### src/rtl/tx_multi_pulser.sv
// N-channel button pulser: per-channel synchroniser, debouncer and press/repeat FSM.
// held and pulser_out are both registered; channels share no state.
module tx_multi_pulser #(
  parameter int CHANNELS        = 4,
  parameter int SYNC_STAGES     = 2,
  parameter int DEBOUNCE_CYCLES = 16,
  parameter int ACTIVE_LOW      = 1,
  parameter int REPEAT_DELAY    = 0,
  parameter int REPEAT_PERIOD   = 8
) (
  input  logic                clk,
  input  logic                reset,
  input  logic [CHANNELS-1:0] pulser_in,
  input  logic [CHANNELS-1:0] enable,
  output logic [CHANNELS-1:0] pulser_out,
  output logic [CHANNELS-1:0] held
);

  localparam int DW   = $clog2(DEBOUNCE_CYCLES + 1);
  localparam int RMAX = (REPEAT_DELAY > REPEAT_PERIOD) ? REPEAT_DELAY : REPEAT_PERIOD;
  localparam int RW   = $clog2(RMAX + 1);

  // Raw level that means "released"; also the reset value of the sync chain.
  localparam logic REL_LVL = (ACTIVE_LOW != 0);
  localparam bit   RPT_EN  = (REPEAT_DELAY > 0);

  localparam logic [DW-1:0] DB_LAST = DW'(DEBOUNCE_CYCLES - 1);
  localparam logic [RW-1:0] RD_LAST = RW'(REPEAT_DELAY - 1);
  localparam logic [RW-1:0] RP_LAST = RW'(REPEAT_PERIOD - 1);

  typedef enum logic [1:0] {
    ST_IDLE   = 2'd0,
    ST_ARM    = 2'd1,
    ST_REPEAT = 2'd2
  } state_t;

  for (genvar i = 0; i < CHANNELS; i++) begin : g_ch
    logic [SYNC_STAGES-1:0] sync_q;
    logic                   s;
    logic [DW-1:0]          db_cnt;
    logic                   held_q;
    logic                   toggle;
    logic                   rise;
    logic                   fall;
    state_t                 state_q;
    state_t                 state_d;
    logic [RW-1:0]          rcnt_q;
    logic [RW-1:0]          rcnt_d;
    logic                   pulse_d;
    logic                   pulse_q;

    always_ff @(posedge clk or negedge reset) begin
      if (!reset) begin
        sync_q <= {SYNC_STAGES{REL_LVL}};
      end else begin
        sync_q <= {sync_q[SYNC_STAGES-2:0], pulser_in[i]};
      end
    end

    // s = 1 means pressed regardless of input polarity.
    assign s = sync_q[SYNC_STAGES-1] ^ REL_LVL;

    // Level change is accepted on the edge that would make the mismatch run DEBOUNCE_CYCLES long.
    assign toggle = (s != held_q) && (db_cnt == DB_LAST);
    assign rise   = toggle && !held_q;
    assign fall   = toggle && held_q;

    always_ff @(posedge clk or negedge reset) begin
      if (!reset) begin
        db_cnt <= '0;
        held_q <= 1'b0;
      end else if (s == held_q) begin
        db_cnt <= '0;
      end else if (toggle) begin
        db_cnt <= '0;
        held_q <= ~held_q;
      end else begin
        db_cnt <= db_cnt + 1'b1;
      end
    end

    always_ff @(posedge clk or negedge reset) begin
      if (!reset) begin
        state_q <= ST_IDLE;
        rcnt_q  <= '0;
        pulse_q <= 1'b0;
      end else begin
        state_q <= state_d;
        rcnt_q  <= rcnt_d;
        pulse_q <= pulse_d;
      end
    end

    always_comb begin
      state_d = state_q;
      rcnt_d  = rcnt_q;
      pulse_d = 1'b0;
      case (state_q)
        ST_IDLE: begin
          rcnt_d = '0;
          if (rise) begin
            state_d = ST_ARM;
            pulse_d = enable[i];
          end
        end
        ST_ARM: begin
          if (fall) begin
            state_d = ST_IDLE;
            rcnt_d  = '0;
          end else if (!enable[i] || !RPT_EN) begin
            rcnt_d = '0;
          end else if (rcnt_q == RD_LAST) begin
            state_d = ST_REPEAT;
            pulse_d = 1'b1;
            rcnt_d  = '0;
          end else begin
            rcnt_d = rcnt_q + 1'b1;
          end
        end
        ST_REPEAT: begin
          if (fall) begin
            state_d = ST_IDLE;
            rcnt_d  = '0;
          end else if (!enable[i]) begin
            rcnt_d = '0;
          end else if (rcnt_q == RP_LAST) begin
            pulse_d = 1'b1;
            rcnt_d  = '0;
          end else begin
            rcnt_d = rcnt_q + 1'b1;
          end
        end
        default: begin
          state_d = ST_IDLE;
          rcnt_d  = '0;
        end
      endcase
    end

    assign pulser_out[i] = pulse_q;
    assign held[i]       = held_q;
  end

endmodule

### config.mk
export PLATFORM = sky130hd
export DESIGN_NAME = tx_multi_pulser
export DESIGN_NICKNAME = d
export VERILOG_FILES = /design/src/rtl/tx_multi_pulser.sv
export SDC_FILE = /design/constraint.sdc
export NUM_CORES = 1
export LEC_CHECK = 0
export ABC_AREA = 0
export BUFFER_PORTS_ARGS = -buffer_cell sky130_fd_sc_hd__buf_2
export CORE_MARGIN = 2
export CORE_UTILIZATION = 61
export DETAILED_ROUTE_END_ITERATION = 8
export GPL_ROUTABILITY_DRIVEN = 0
export PLACE_DENSITY = 0.88
export SYNTH_ARGS = -nofsm -noshare
export SYNTH_HDL_FRONTEND = slang
export SYNTH_SLANG_ARGS = --single-unit
export TNS_END_PERCENT = 5
### constraint.sdc
create_clock -name clk -period 2.3 [get_ports clk]
set_clock_uncertainty 0.15 [all_clocks]
set_input_delay 0.23 -clock clk [delete_from_list [all_inputs] [get_ports clk]]
set_output_delay 0.23 -clock clk [all_outputs]
set_load 0.02 [all_outputs]
==> summary.md, run 1 <==
| Metric | Value |
|---|---|
| Hold WS | `0.0265 ns` |
| Core Footprint | `0.00250 mm²` |
| TNS Setup | `0 ns` |
| Overall routing resource usage | `0.167` |
| Minimum clock period | `1.58 ns` |
| M2 GR Usage | `0.286` |
| Crit Path Max Fanout | `6` |
| CTS H-tree depth | `2` |
| Post-DR wirelength/cell | `12.5 µm` |
| Most Crowded Layer GR | `met2` |
| First-pass GRT wire length | `3.96 mm` |
| CP Data Arrival Time | `1.67 ns` |
| Hold depth | `2` |
| Port buffer count | `17` |
| Initial antenna violation count | `0` |
| Post-Route WL | `2.25 mm` |
| Synth cell types | `19` |
| Largest net degree at the start of global routing | `41` |
| Worst r2r src | `g_ch[1].held_q$_DFFE_PN0P_` |
| Hpwl dp | `1.61 mm` |
| R2R cell count | `3` |
| Overall Power | `1.20 mW` |
| DRT iter0 DRCs | `13` |
| Hold EP | `g_ch[1].pulse_q$_DFF_PN0_` |
| Via count | `913` |
| Max Transition Viols Final | `0` |
| Power Density | `663 mW/mm²` |
| Setup Viol. Count Final | `0` |
| Most common cell after layout, fill and taps aside | `dfrtp_1` |
| Synth warn | `0` |
| Clock-pin slew on the worst setup and hold paths | `0.10 ns` |
| Register bit total from synthesis | `40` |
| GRT met1 Usage | `0.185` |
| Starting Density | `0.653` |
| Mapped Avg Cell Area | `12.8 µm²` |
| Fill count | `155` |
| Post-route clock period utilization | `0.688` |
| Die ar. | `0.00311 mm²` |
| Worst-path cell chain | `xor2_1 -> or3_4 -> nor4b_2` |
| Finished Layout Cells | `180` |
| Slowest-stage cell, CP | `dfrtp_1` |
| Status | `finished, final reports clean` |
| Dpl cells | `164` |
| Place WS | `0.731 ns` |
| Worst Tran Pin Value | `0.840 ns` |
| Cell Rows | `18` |
| Max IR drop VDD | `0.508 mV` |
| Syn_nets | `142` |
| RSZ-0062 raised after global routing | `no` |
| Setup CP Type | `reg2reg` |
| Post-synthesis sequential area ratio | `0.619` |
| CP peak stage delay | `0.47 ns` |
| DR DRC count | `0` |
| Crit end category | `flop` |
| Die Wd | `55.7 µm` |
| Antenna-violating nets left | `0` |
| Vias in the first global route | `947` |
| Layout cells sized above 1 | `0.253` |
| Max-capacitance violation count | `0` |
| Hold crit path type | `in2reg` |
| Layout overhead on the synthesized area | `11.3%` |
| Clock sink count | `40` |
| Crit start category | `flop` |
| Leakage | `0.918 nW` |
| Die Y-Extent | `55.7 µm` |
| PnR worst setup slack | `0.718 ns` |
| Gate Count Post-Synth | `128` |
| Worst slew margin | `0.440` |
| Drt first pass iters | `4` |
| Via density | `5.07` |
| CTS max path bufs | `2` |
| Final hold viol count | `0` |
| Antenna diodes | `0` |
| Root buffer cell | `clkbuf_4` |
| Post-route cell area | `0.00182 mm²` |
| FF-to-FF setup slack | `0.72 ns` |
| Global route overflow | `0` |
| Placed cell areas | `0.00167 mm²` |
| Most frequent cells in the layout | `dfrtp_1 (32), buf_2 (17), nor2_1 (16)` |
| Clk Latency, worst-skew pair | `0.33 ns` |
| Area of the multi-input gates | `504 µm²` |
| FMAX | `632 MHz` |
| Register area | `0.00101 mm²` |
| Required time of the critical path | `2.39 ns` |
| Post-CTS setup repair buffer count | `0` |
| CTS tree | `built` |
| Reg-to-reg endpoint | `g_ch[1].pulse_q$_DFF_PN0_` |
| Post-Syn Area | `0.00163 mm²` |
| Worst Min Path Start | `enable[1]` |
| Fin nets | `163` |
| Ports | `18` |
| CTS buffer count | `5` |
| Post-layout util | `0.727` |
| Met3 Use GR | `0.0558` |
## synth_stat cells
cell	number	share of area
dfstp_2	8	0.13
or3_4	3	0.021
nor4_1	1	0.0038
xnor2_1	11	0.059
ha_1	4	0.031
mux2i_1	3	0.018
buf_6	2	0.014
nor3_1	1	0.0031
and3_1	5	0.019
dfrtp_1	32	0.49
buf_2	1	0.0031
o21bai_1	1	0.0046
inv_1	8	0.018
nor4b_2	3	0.028
o21ai_0	4	0.012
nand3_1	8	0.025
buf_4	8	0.037
xor2_1	9	0.048
nor2_1	16	0.037
## what timing repair did
action,CTS,global route
resized for setup,0,0
hold buffers,8,0
endpoints found under the hold margin,39,0
## critical path: cells and delay by family (launching register included)
kind	cells	cell delay, ns
flip-flops	1	0.47
XOR/XNOR	1	0.21
AND/OR/NAND/NOR	2	0.67
## worst max-delay path by stage
stage	startpoint	to	slack (ns)	depth (start not counted)
2_1_floorplan	g_ch[1].held_q$_DFFE_PN0P_	g_ch[1].pulse_q$_DFF_PN0_	0.79	4
3_3_place_gp	g_ch[0].db_cnt[0]$_DFF_PN0_	g_ch[0].pulse_q$_DFF_PN0_	0.79	4
3_5_place_dp	g_ch[1].held_q$_DFFE_PN0P_	g_ch[1].pulse_q$_DFF_PN0_	0.73	3
4_1_cts	g_ch[1].db_cnt[0]$_DFF_PN0_	g_ch[1].pulse_q$_DFF_PN0_	0.70	4
5_1_grt	g_ch[1].db_cnt[0]$_DFF_PN0_	g_ch[1].pulse_q$_DFF_PN0_	0.61	4
6_report	g_ch[1].held_q$_DFFE_PN0P_	g_ch[1].pulse_q$_DFF_PN0_	0.72	3
## power by group
part           switching [mW]  leakage, nW  internal [mW]
Combinational          0.0380        0.359         0.0356
Sequential             0.0172        0.521          0.733
Clock                   0.201       0.0386          0.180
Total                   0.256        0.918          0.949
## cell type report
class | instances | share of cell area
Clock buffer | 8 | 0.0379
Inverter | 8 | 0.0165
Sequential cell | 40 | 0.556
Timing Repair Buffer | 25 | 0.0909
Tap cell | 30 | 0.0207
Multi-Input combinational cell | 69 | 0.278
## per-layer routing
metal  part of all wire  vias to the layer above
li1                   -                      448
met1               0.44                      440
met2               0.49                       20
met3              0.050                        5
met4              0.019                        0
met5                  0                        -
## sequential cells by signal (all words and copies together) (netlist names)
| signal | count |
|---|---|
| g_ch.held_q | 4 |
| g_ch.sync_q | 8 |
| g_ch.pulse_q | 4 |
| g_ch.state_q | 4 |
| g_ch.db_cnt | 20 |
## kinds of logic (layout without fill, tap and decap cells)
kind of cell,count (synthesis),after routing,share of synthesized area
AO/OA/AOI/OAI,5,5,0.0169
XOR/XNOR,20,20,0.107
adder cells (fa/ha/maj),4,4,0.0307
buffers and inverters,19,41,0.0720
flip-flops,40,40,0.619
multiplexers,3,3,0.0184
AND/OR/NAND/NOR,37,37,0.136
No activity file was read; power rests on OpenSTA's default activity.
==> inputs of run 2 (changes only) <==
--- a/config.mk
+++ b/config.mk
@@ -8,10 +8,10 @@
 export ABC_AREA = 0
 export BUFFER_PORTS_ARGS = -buffer_cell sky130_fd_sc_hd__buf_2
 export CORE_MARGIN = 2
-export CORE_UTILIZATION = 61
+export CORE_UTILIZATION = 51
 export DETAILED_ROUTE_END_ITERATION = 8
 export GPL_ROUTABILITY_DRIVEN = 0
-export PLACE_DENSITY = 0.88
+export PLACE_DENSITY = 0.79
 export SYNTH_ARGS = -nofsm -noshare
 export SYNTH_HDL_FRONTEND = slang
 export SYNTH_SLANG_ARGS = --single-unit
==> constraint.sdc (replaced) <==
create_clock -name clk -period 1.3 [get_ports clk]
set_clock_uncertainty 0.15 [all_clocks]
set_input_delay 0.13 -clock clk [delete_from_list [all_inputs] [get_ports clk]]
set_output_delay 0.13 -clock clk [all_outputs]
set_load 0.02 [all_outputs]
==> run 2 against run 1 <==
Against the previous run: the flow now finishes with violations (setup timing); setup slack worse by 0.93 ns; maximum frequency up 4.8%; sequential share of layout area shrank 10 points; register-to-register slack lost 0.93 ns; via count is 13% higher; critical path type unchanged; critical endpoint unchanged; highest routed layer unchanged.
==> summary.md, run 2 (synthesis gave the netlist of run 1 again) <==
| Metric | Value |
|---|---|
| Status | `complete, but fails checks` |
| Failing checks | `setup timing` |
| Clock-pin slew on the worst setup and hold paths | `0.11 ns (about the same)` |
| Worst Tran Pin Value | `0.238 ns (-0.601 ns)` |
| Placed cell areas | `0.00189 mm² (+13%)` |
| Post-Route WL | `2.83 mm (+26%)` |
| Crit Path Max Fanout | `3 (-3)` |
| First-pass GRT wire length | `4.81 mm (+21%)` |
| Fin nets | `193 (+18%)` |
| Via density | `4.63 (-8.8%)` |
| Global route overflow | `0 (unchanged)` |
| Die Wd | `60.6 µm (+8.7%)` |
| Cell Rows | `20 (+2)` |
| M2 GR Usage | `0.312 (+0.0261)` |
| GRT met1 Usage | `0.211 (+0.0264)` |
| FF-to-FF setup slack | `-0.21 ns (-0.93 ns)` |
| Finished Layout Cells | `224 (+24%)` |
| Antenna-violating nets left | `0 (unchanged)` |
| Crit start category | `flop` |
| Required time of the critical path | `1.42 ns (-0.97 ns)` |
| Largest net degree at the start of global routing | `41 (unchanged)` |
| Port buffer count | `17 (unchanged)` |
| Clock sink count | `40 (unchanged)` |
| Post-route clock period utilization | `1.16 (+0.474)` |
| Starting Density | `0.535 (-0.118)` |
| Most Crowded Layer GR | `met2` |
| CTS tree | `built` |
| Hold crit path type | `in2async` |
| Most frequent cells in the layout | `dfrtp_1 (31), buf_4 (24), nor2_1 (16)` |
| Setup Viol. Count Final | `20 (+20)` |
| Root buffer cell | `clkbuf_4` |
| Layout cells sized above 1 | `0.461 (+0.208)` |
| Power Density | `1010 mW/mm² (+52%)` |
| PnR worst setup slack | `-0.210 ns (-0.928 ns)` |
| Post-DR wirelength/cell | `12.6 µm (+1.1%)` |
| Most common cell after layout, fill and taps aside | `dfrtp_1` |
| Post-route cell area | `0.00223 mm² (+23%)` |
| Drt first pass iters | `3 (-1)` |
| Crit end category | `flop` |
| DR DRC count | `0 (unchanged)` |
| Setup CP Type | `reg2reg` |
| Initial antenna violation count | `0 (unchanged)` |
| Top flop regs | `g_ch.db_cnt x20, g_ch.sync_q x8` |
| Worst setup path startpoint | `g_ch[1].sync_q[1]$_DFF_PN1_` |
| CTS buffer count | `5 (unchanged)` |
| Minimum clock period | `1.51 ns (-0.0721 ns)` |
| TNS Setup | `-1.79 ns (-1.79 ns)` |
| Layout overhead on the synthesized area | `36.3%` |
| Clk Latency, worst-skew pair | `0.35 ns (+0.02 ns)` |
| Met3 Use GR | `0.0810 (+0.0252)` |
| Area of the multi-input gates | `614 µm² (+22%)` |
| Vias in the first global route | `1098 (+16%)` |
| P_int | `1.74 mW (+83%)` |
| Largest reg by FF count | `g_ch.db_cnt` |
| Ports | `18 (unchanged)` |
| Max Transition Viols Final | `0 (unchanged)` |
| Place WS | `-0.222 ns (-0.953 ns)` |
| Antenna diodes | `0 (unchanged)` |
| Via count | `1036 (+13%)` |
| Switching share of power | `0.223 (+0.0108)` |
| Clk network pwr share | `0.310 (-0.006)` |
| Dpl cells | `203 (+24%)` |
| CTS max path bufs | `2 (unchanged)` |
| Die ar. | `0.00367 mm² (+18%)` |
| Reg-to-reg endpoint | `g_ch[1].pulse_q$_DFF_PN0_` |
| Switching power total | `500 µW (+95%)` |
| R2R cell count | `3 (unchanged)` |
| Hpwl dp | `1.79 mm (+11%)` |
| FMAX | `662 MHz (+4.8%)` |
| Max IR drop VDD | `0.643 mV (+26%)` |
| Leakage | `1.10 nW (+20%)` |
| CTS H-tree depth | `2 (unchanged)` |
| Max-capacitance violation count | `0 (unchanged)` |
| Final hold viol count | `0 (unchanged)` |
| CP Data Arrival Time | `1.63 ns (-0.04 ns)` |
| Core Footprint | `0.00305 mm² (+22%)` |
| Overall routing resource usage | `0.188 (+0.0216)` |
| Register area | `0.00101 mm² (+0.12%)` |
| Worst slew margin | `0.840 (+0.400)` |
| Logic pwr share | `0.096 (+0.035)` |
| DRT iter0 DRCs | `44 (+31)` |
| RSZ-0062 raised after global routing | `yes` |
| Worst r2r src | `g_ch[1].sync_q[1]$_DFF_PN1_` |
| Die Y-Extent | `60.6 µm (+8.7%)` |
| Reg power frac | `0.594 (-0.029)` |
| Max reg flops | `20 (unchanged)` |
| Fill count | `204 (+32%)` |
-- run 2: changes by cell type in the layout (fill, tap and decap cells not counted), moves of 3 or more --
cell,change
nand3_1,-3
xnor2_2,+4
ha_1,-3
o21ai_2,+3
xnor2_1,-4
buf_6,+8
buf_4,+24
buf_2,-4
o21ai_0,-4
-- run 2: worst max-delay path: stages (launching register included) --
cell and delay (ns):
dfstp_2 0.56, xor2_1 0.08, or3_4 0.43, nor4b_4 0.22
-- run 2: layout make-up --
type	count	share of cell area
tap	44	0.0247
multi-input combinational	69	0.276
inverter	8	0.0135
timing repair buffer	55	0.200
sequential	40	0.455
clock buffer	8	0.0309
-- run 2: power by group through the flow --
stage	logic (mW)	clock network [mW]	registers, mW
2_1_floorplan	0.0648	0	1.34
3_3_place_gp	0.158	0	1.34
3_5_place_dp	0.167	0	1.35
4_1_cts	0.203	0.721	1.32
5_1_grt	0.243	0.792	1.34
6_report	0.216	0.694	1.33
-- run 2: what timing repair did --
item                       CTS  global route
setup endpoints to repair   28            31
hold buffers                 9             0
hold endpoints to repair    48             0
resized for setup           24            12
pin swaps                    6             3
buffers inserted             3             1
-- run 2: through the flow --
step	total power [mW]	utilization	hold WS (ns)
finish	2.24	0.729	0.137
floorplan	1.41	-	-0.316
detailed placement	1.51	0.618	-0.0340
global route	2.37	0.729	0.136
CTS	2.25	0.705	0.117
global placement	1.50	0.618	-0.0387
-- run 2: worst max path at each step --
stage                                      to  slack (ns)  cells past startpoint
finish              g_ch[1].pulse_q$_DFF_PN0_       -0.21                      3
global route        g_ch[1].pulse_q$_DFF_PN0_       -0.27                      4
CTS                 g_ch[1].pulse_q$_DFF_PN0_       -0.22                      3
detailed placement  g_ch[0].pulse_q$_DFF_PN0_       -0.22                      4
global placement    g_ch[0].pulse_q$_DFF_PN0_       -0.18                      4
floorplan           g_ch[1].pulse_q$_DFF_PN0_       -0.20                      4
-- run 2: layer usage --
metal,wire [µm],share of wire
met3,119,0.042
met4,71,0.025
met5,0,0
met2,1520,0.54
met1,1120,0.40
